==> src/rtl/mdu_iter.sv <==
// mdu_iter: iterative RISC-V M-extension multiply/divide unit.
// Ports: i_clk/i_rst_n clock and async low reset; i_flush aborts the
// current op; i_valid/o_ready request handshake with i_op (funct3),
// i_w32 (W-form, XLEN=64 only), i_src1/i_src2; o_valid/i_ready result
// handshake with o_dest held stable until accepted.
module mdu_iter #(
    parameter int XLEN      = 32,
    parameter int STEP_BITS = 1
) (
    input  logic            i_clk,
    input  logic            i_rst_n,
    input  logic            i_flush,
    input  logic            i_valid,
    output logic            o_ready,
    input  logic [2:0]      i_op,
    input  logic            i_w32,
    input  logic [XLEN-1:0] i_src1,
    input  logic [XLEN-1:0] i_src2,
    output logic            o_valid,
    input  logic            i_ready,
    output logic [XLEN-1:0] o_dest
);
    localparam int CW = $clog2(XLEN / STEP_BITS + 1);
    localparam int PW = 2 * XLEN;

    typedef enum logic [1:0] {IDLE, CALC, DONE} state_t;

    state_t state, state_nx;

    // low 32 bits, sign- or zero-extended to XLEN
    function automatic logic [XLEN-1:0] ext32(
        input logic [XLEN-1:0] x,
        input logic            sg
    );
        logic [XLEN-1:0] r;
        r       = {XLEN{sg & x[31]}};
        r[31:0] = x[31:0];
        return r;
    endfunction

    function automatic logic [XLEN-1:0] pick(
        input logic [2:0]      op,
        input logic            w,
        input logic [XLEN-1:0] q,
        input logic [XLEN-1:0] r,
        input logic [PW-1:0]   p
    );
        logic [XLEN-1:0] v;
        if (op[2])
            v = op[1] ? r : q;
        else if (op[1:0] == 2'd0)
            v = p[XLEN-1:0];
        else
            v = p[PW-1:XLEN];
        return w ? ext32(v, 1'b1) : v;
    endfunction

    // request decode
    logic            accept, in_div, in_w, sg1, sg2;
    logic            neg1, neg2, dz, ovf, hit, fast;
    logic [XLEN-1:0] a_ext, b_ext, mag1, mag2, mn;
    logic [XLEN-1:0] fq, fr, fast_res;

    // operation registers
    logic [2:0]      op_q;
    logic            w_q, sg_q, n1_q, n2_q;
    logic [XLEN-1:0] a_q, b_q;
    logic [CW-1:0]   cnt;
    logic [PW-1:0]   acc, mc;
    logic [XLEN-1:0] mp, rem, quo, dvs;
    logic [XLEN-1:0] dest;

    // reuse cache
    logic            c_vld, c_sg, c_w;
    logic [XLEN-1:0] c_a, c_b, c_q, c_r;

    // per-cycle datapath
    logic [PW-1:0]   acc_n, mc_n, prod_f;
    logic [XLEN-1:0] mp_n, rem_n, quo_n, quo_f, rem_f, calc_res;
    logic [XLEN:0]   tr;

    always_comb begin
        in_div = i_op[2];
        in_w   = (XLEN == 64) && i_w32 && (i_op[2] || i_op == 3'd0);
        sg1    = i_op[2] ? ~i_op[0] : (i_op != 3'd3);
        sg2    = i_op[2] ? ~i_op[0] : ~i_op[1];
        a_ext  = in_w ? ext32(i_src1, sg1) : i_src1;
        b_ext  = in_w ? ext32(i_src2, sg2) : i_src2;
        neg1   = sg1 & a_ext[XLEN-1];
        neg2   = sg2 & b_ext[XLEN-1];
        mag1   = neg1 ? -a_ext : a_ext;
        mag2   = neg2 ? -b_ext : b_ext;
        // most negative value of the effective width, extended
        if (in_w) begin
            mn       = '1;
            mn[31:0] = 32'h8000_0000;
        end else begin
            mn         = '0;
            mn[XLEN-1] = 1'b1;
        end
        dz   = in_div && b_ext == '0;
        ovf  = in_div && sg1 && a_ext == mn && b_ext == '1;
        hit  = in_div && c_vld && c_a == a_ext && c_b == b_ext
               && c_sg == sg1 && c_w == in_w;
        fast = dz | ovf | hit;
        fq   = c_q;
        fr   = c_r;
        unique case (1'b1)
            dz: begin
                fq = '1;
                fr = a_ext;
            end
            ovf: begin
                fq = a_ext;
                fr = '0;
            end
            default: begin
                fq = c_q;
                fr = c_r;
            end
        endcase
        fast_res = pick(i_op, in_w, fq, fr, '0);
    end

    always_comb begin
        acc_n = acc;
        mc_n  = mc;
        mp_n  = mp;
        for (int i = 0; i < STEP_BITS; i++) begin
            if (mp_n[0])
                acc_n = acc_n + mc_n;
            mc_n = mc_n << 1;
            mp_n = mp_n >> 1;
        end
        tr    = '0;
        rem_n = rem;
        quo_n = quo;
        for (int i = 0; i < STEP_BITS; i++) begin
            tr    = {rem_n, quo_n[XLEN-1]};
            quo_n = quo_n << 1;
            if (tr >= {1'b0, dvs}) begin
                tr       = tr - {1'b0, dvs};
                quo_n[0] = 1'b1;
            end
            rem_n = tr[XLEN-1:0];
        end
        prod_f   = (n1_q ^ n2_q) ? -acc_n : acc_n;
        quo_f    = (n1_q ^ n2_q) ? -quo_n : quo_n;
        rem_f    = n1_q ? -rem_n : rem_n;
        calc_res = pick(op_q, w_q, quo_f, rem_f, prod_f);
    end

    // state register
    always_ff @(posedge i_clk or negedge i_rst_n) begin
        if (!i_rst_n)
            state <= IDLE;
        else
            state <= state_nx;
    end

    // next state
    always_comb begin
        state_nx = state;
        unique case (state)
            IDLE: if (accept) state_nx = fast ? DONE : CALC;
            CALC: if (cnt == CW'(1)) state_nx = DONE;
            DONE: if (i_ready) state_nx = IDLE;
            default: state_nx = IDLE;
        endcase
        if (i_flush)
            state_nx = IDLE;
    end

    // outputs
    always_comb begin
        o_ready = (state == IDLE) && !i_flush;
        o_valid = (state == DONE);
        accept  = i_valid && o_ready;
        o_dest  = dest;
    end

    always_ff @(posedge i_clk or negedge i_rst_n) begin
        if (!i_rst_n) begin
            op_q  <= '0;
            w_q   <= 1'b0;
            sg_q  <= 1'b0;
            n1_q  <= 1'b0;
            n2_q  <= 1'b0;
            a_q   <= '0;
            b_q   <= '0;
            cnt   <= '0;
            acc   <= '0;
            mc    <= '0;
            mp    <= '0;
            rem   <= '0;
            quo   <= '0;
            dvs   <= '0;
            dest  <= '0;
            c_vld <= 1'b0;
            c_sg  <= 1'b0;
            c_w   <= 1'b0;
            c_a   <= '0;
            c_b   <= '0;
            c_q   <= '0;
            c_r   <= '0;
        end else if (accept) begin
            op_q <= i_op;
            w_q  <= in_w;
            sg_q <= sg1;
            n1_q <= neg1;
            n2_q <= neg2;
            a_q  <= a_ext;
            b_q  <= b_ext;
            acc  <= '0;
            mc   <= PW'(mag1);
            mp   <= mag2;
            rem  <= '0;
            // W divides start with the 32-bit dividend at the top
            quo  <= in_w ? (mag1 << (XLEN - 32)) : mag1;
            dvs  <= mag2;
            if (fast) begin
                cnt  <= '0;
                dest <= fast_res;
            end else begin
                cnt <= in_w ? CW'(32 / STEP_BITS)
                            : CW'(XLEN / STEP_BITS);
            end
        end else if (state == CALC) begin
            if (i_flush) begin
                cnt <= '0;
            end else begin
                cnt <= cnt - 1'b1;
                acc <= acc_n;
                mc  <= mc_n;
                mp  <= mp_n;
                rem <= rem_n;
                quo <= quo_n;
                if (cnt == CW'(1)) begin
                    dest <= calc_res;
                    if (op_q[2]) begin
                        c_vld <= 1'b1;
                        c_a   <= a_q;
                        c_b   <= b_q;
                        c_sg  <= sg_q;
                        c_w   <= w_q;
                        c_q   <= quo_f;
                        c_r   <= rem_f;
                    end
                end
            end
        end
    end
endmodule

==> config.mk <==
export PLATFORM = sky130hd
export DESIGN_NAME = mdu_iter
export DESIGN_NICKNAME = d
export VERILOG_FILES = /design/src/rtl/mdu_iter.sv
export SDC_FILE = /design/constraint.sdc
export NUM_CORES = 2
export LEC_CHECK = 0
export ABC_AREA = 1
export CAP_MARGIN = 5
export CELL_PAD_IN_SITES_DETAIL_PLACEMENT = 2
export CELL_PAD_IN_SITES_GLOBAL_PLACEMENT = 2
export CORE_MARGIN = 3
export CORE_UTILIZATION = 38
export DETAILED_ROUTE_END_ITERATION = 6
export GPL_TIMING_DRIVEN = 0
export PLACE_DENSITY_LB_ADDON = 0.1
export SETUP_SLACK_MARGIN = 0.2
export SLEW_MARGIN = 20
export SYNTH_ARGS = -nofsm -noshare
export SYNTH_HDL_FRONTEND = slang
export SYNTH_SLANG_ARGS = --single-unit
==> constraint.sdc <==
create_clock -name i_clk -period 9 [get_ports i_clk]
set_input_delay 1.8 -clock i_clk [delete_from_list [all_inputs] [get_ports i_clk]]
set_output_delay 1.8 -clock i_clk [all_outputs]
set_load 0.02 [all_outputs]
==> tab_implementation.tex <==
\begin{tabular}{lr}
\hline
Metric & Value \\
\hline
\multicolumn{2}{l}{\textbf{Outcome}} \\
Status & finished clean \\
\multicolumn{2}{l}{\textbf{Drt}} \\
Via/cell ratio & 5.837 \\
Average detailed-routed wire length per instance & 29.33 µm \\
Routed Antenna Nets & 0 \\
First-pass iteration count of the detailed router & 5 \\
Initial DRC Count & 2,868 \\
Final wirelength & 211.0 mm \\
Remaining DRCs & 0 \\
Total via count after detailed routing & 42,010 \\
\multicolumn{2}{l}{\textbf{Logic synthesis}} \\
Number of library cell types mapped by synthesis & 66 \\
Largest cells by area after synthesis & dfrtp\_1 (34\%), nand2\_1 (20\%), inv\_1 (8.3\%), o21ai\_0 (5.4\%), nand3\_1 (4.9\%) \\
Post-synthesis net count & 5,880 \\
Sequential fraction of the synthesis area & 33.85\% \\
Number of enable-type register cells in the synthesized netlist & 0 \\
Top cells by instance count after synthesis & nand2\_1 (1,978), inv\_1 (808), dfrtp\_1 (495) \\
Netlist area before placement & 36,590 µm² \\
Syn. warnings & 0 \\
Gate Count Post-Synth & 5,702 \\
Async S/R FF share, synth & 100.0\% \\
Main synth FF type & dfrtp\_1 \\
Synthesized area divided by synthesized cell count & 6.417 µm² \\
Post-synth top area cell & dfrtp\_1 \\
Most common cell in the netlist & nand2\_1 \\
Synth top area share & 33.85\% \\
Post-synthesis register bit count & 495 \\
\multicolumn{2}{l}{\textbf{Floorplan}} \\
Ports placed on the boundary & 107 \\
Initial core utilization & 38.40\% \\
DIE WIDTH & 316.3 µm \\
Core region area & 95,290 µm² \\
DIE AREA & 100,000 µm² \\
Die Y & 316.3 µm \\
Placement Rows & 113 \\
\multicolumn{2}{l}{\textbf{Critical path}} \\
Kind of critical path & input port to flip-flop \\
Data required time of the worst path & 9.58 ns \\
Cell occurring most often along the worst timing path & nand2\_1 \\
Critical path's largest stage delay & 0.54 ns \\
Startpoint types & input port \\
Critical-path top delay cell & clkdlybuf4s50\_1 \\
Worst Setup End Kind & flip-flop \\
Largest fanout on the critical path & 10 \\
CP Cell Sequence & clkdlybuf4s50\_1 > inv\_1 > ha\_1 > nand3\_1 > nor3\_1 > nand3\_1 > inv\_1 > nand2\_1 > inv\_1 > nand2\_1 > nor4\_2 > nand4\_1 > nand2\_1 > inv\_2 > nand3\_1 > nand2\_1 > buf\_2 > buf\_2 > a21oi\_1 > a21oi\_1 \\
Data arrival at the endpoint of the critical path & 6.50 ns \\
\multicolumn{2}{l}{\textbf{STA}} \\
Max-slew headroom at the worst pin & 16.74\% \\
Setup repair after global routing missed its margin & no \\
Final period demand of the worst path & 5.917 ns \\
Number of failing setup endpoints in the final timing report & 0 \\
Post-route setup TNS & 0 ns \\
Fin. max-slew vios & 0 \\
Total count of hold-check failures in the final report & 0 \\
Tightest Pin Transition & 1.236 ns \\
Skew final & 0.04121 ns \\
Max frequency & 0.1690 GHz \\
Setup WS post-layout & 3.083 ns \\
Portion of the clock cycle consumed by the worst path in the final layout & 65.74\% \\
\multicolumn{2}{l}{\textbf{Clock network}} \\
Number of levels the H-tree was split into & 2 \\
Insertion delay of the later-clocked pin in the worst-skew pair & 0.71 ns \\
TritonCTS clock tree & yes \\
Inserted Clock Buffers & 60 \\
Post-CTS Hold Fix Bufs & 0 \\
Maximum root-to-sink buffer count & 3 \\
Post-CTS resize count & 0 \\
Root buffer cell & clkbuf\_16 \\
Post-CTS setup-driven buffer insertion count & 0 \\
Clock tree sinks & 495 \\
CTS clock-pin slew for the worst setup and hold paths & 0.06 ns \\
\multicolumn{2}{l}{\textbf{Finish}} \\
Area overhead of the layout relative to synthesis & 13.16\% \\
Layout net count & 6,053 \\
Final cell count without fillers & 7,196 \\
Layout cell share with drive strength beyond 1 & 4.426\% \\
Final Instance Area & 41,410 µm² \\
\# fillers & 11,910 \\
\multicolumn{2}{l}{\textbf{Power and ir drop}} \\
Part of the power in combinational logic & 64.3\% \\
Power per Cell Area & 440.1 nW/µm² \\
Switching fraction of total power & 58.27\% \\
Reported net switching power & 0.01062 W \\
Overall Power & 0.01822 W \\
Fraction of power consumed by the clock network & 14.2\% \\
Fraction of power consumed by sequential logic & 21.5\% \\
LEAKAGE & 21.30 nW \\
Highest ir drop seen on vdd & 0.2002 mV \\
Internal Power & 0.007604 W \\
\multicolumn{2}{l}{\textbf{Hold path}} \\
Type of the most critical hold path & flip-flop to flip-flop \\
\multicolumn{2}{l}{\textbf{Global route}} \\
Total global-route track usage & 41.78\% \\
Via count of the first global-routing pass & 45,840 \\
First-pass GRT wire length & 306.9 mm \\
Maximum number of pins on one net before global-route repair & 97 \\
Antenna violations before repair & 14 \\
Total global routing overflow & 0 \\
\multicolumn{2}{l}{\textbf{Job}} \\
Total of max-cap violations & 0 \\
\multicolumn{2}{l}{\textbf{Place}} \\
RePlAce Congestion & 1.059 \\
Placed instance count & 7,078 \\
Sum of net half-perimeters after detailed placement & 167.6 mm \\
Dpl cell area & 39,370 µm² \\
Pre-CTS setup slack & 2.561 ns \\
Quantity of I/O buffers inserted on ports & 102 \\
\hline
\end{tabular}
[final cells by class]
class,instances,area (µm²),area share [%]
clock buffer,86,1719,4.152
timing repair buffer,111,1194,2.883
inverter,825,3099,7.485
sequential,495,12390,29.92
buffer,204,860.8,2.079
clock inverter,21,276.5,0.6678
multi-input combinational,4178,20260,48.93
tap,1265,1583,3.823
antenna,11,27.53,0.06648
[cell families (layout without fill, tap and decap cells)]
group                      Yosys count  count (layout)  synth area share, %
other                                0              11                    0
AOI/OAI and AO/OA                 1006            1006                15.90
xor gates and xnor gates            88              88                2.106
adders and majority gates          105             105                3.632
DFF                                495             495                33.85
buffers and inverters             1029            1247                10.81
and+or+nand+nor                   2979            2979                33.70
[routing by layer]
layer,vias up,GRT usage [%],wire length (µm)
li1,18660,-,-
met1,21250,45.31,77820
met2,1416,69.19,98200
met3,677,8.477,12610
met4,8,37.38,22350
met5,-,0,55
[metrics by stage]
| step | util (%) | hold WS [ns] |
|---|---|---|
| final | 43.45 | 0.4864 |
| after global routing | 43.43 | 0.5083 |
| after floorplan | - | 0.4367 |
| after detailed placement | 41.31 | 0.4645 |
| after CTS | 43.41 | 0.4871 |
| after global placement | 41.13 | 0.4555 |
[path summary, 6_finish.rpt]
check / start / endpoint / slack (ns) / cells past startpoint
max in group asynchronous: i_rst_n / dvs[11] / 6.37 / 3
min reg2reg: b_q[22] / b_q[22] / 0.49 / 2
max reg2reg: dvs[30] / o_dest[28] / 3.53 / 29
min in group asynchronous: i_rst_n / mc[57] / 1.11 / 1
min: b_q[22] / b_q[22] / 0.49 / 2
max: i_src2[0] / o_dest[24] / 3.08 / 20
[flip-flops by register name, summed over array words and instances (netlist names), 2 cells and up]
register  cells
o_dest       32
state         2
acc          64
c_q          32
c_b          32
rem          32
c_r          32
op_q          3
quo          32
cnt           6
mp           32
b_q          32
c_a          32
a_q          32
mc           64
dvs          31
[cell usage in the layout (no fill, tap or decap), types with 24 or more instances in the layout]
cell type,n
xor2_1,72
o22ai_1,100
ha_1,103
clkbuf_1,154
a31oi_1,33
nor2_1,406
buf_2,30
o21ai_0,387
inv_1,808
a22oi_1,55
nor3_1,49
nand4_1,57
a21oi_1,251
clkdlybuf4s50_1,101
dfrtp_1,495
nand2_2,24
a2bb2oi_1,32
nand2_1,1978
clkbuf_16,60
o21ai_1,30
nand3_1,358
o211ai_1,45
[power by group through the flow]
stage,logic [W],registers [W],clock network (W)
4_1_cts,0.0114,0.00387,0.00260
2_1_floorplan,0.00677,0.00359,0
3_3_place_gp,0.0107,0.00383,0
6_report,0.0117,0.00392,0.00259
3_5_place_dp,0.0112,0.00387,0
5_1_grt,0.0126,0.00397,0.00268
[critical path, delay by kind of cell]
family / cells / cell delay, ns
AO/OA/AOI/OAI: 2 / 0.45
adder cells (fa/ha/maj): 1 / 0.22
buffers and inverters: 7 / 1.63
AND/OR/NAND/NOR: 10 / 2.38
(Power assumes the default switching activity.)
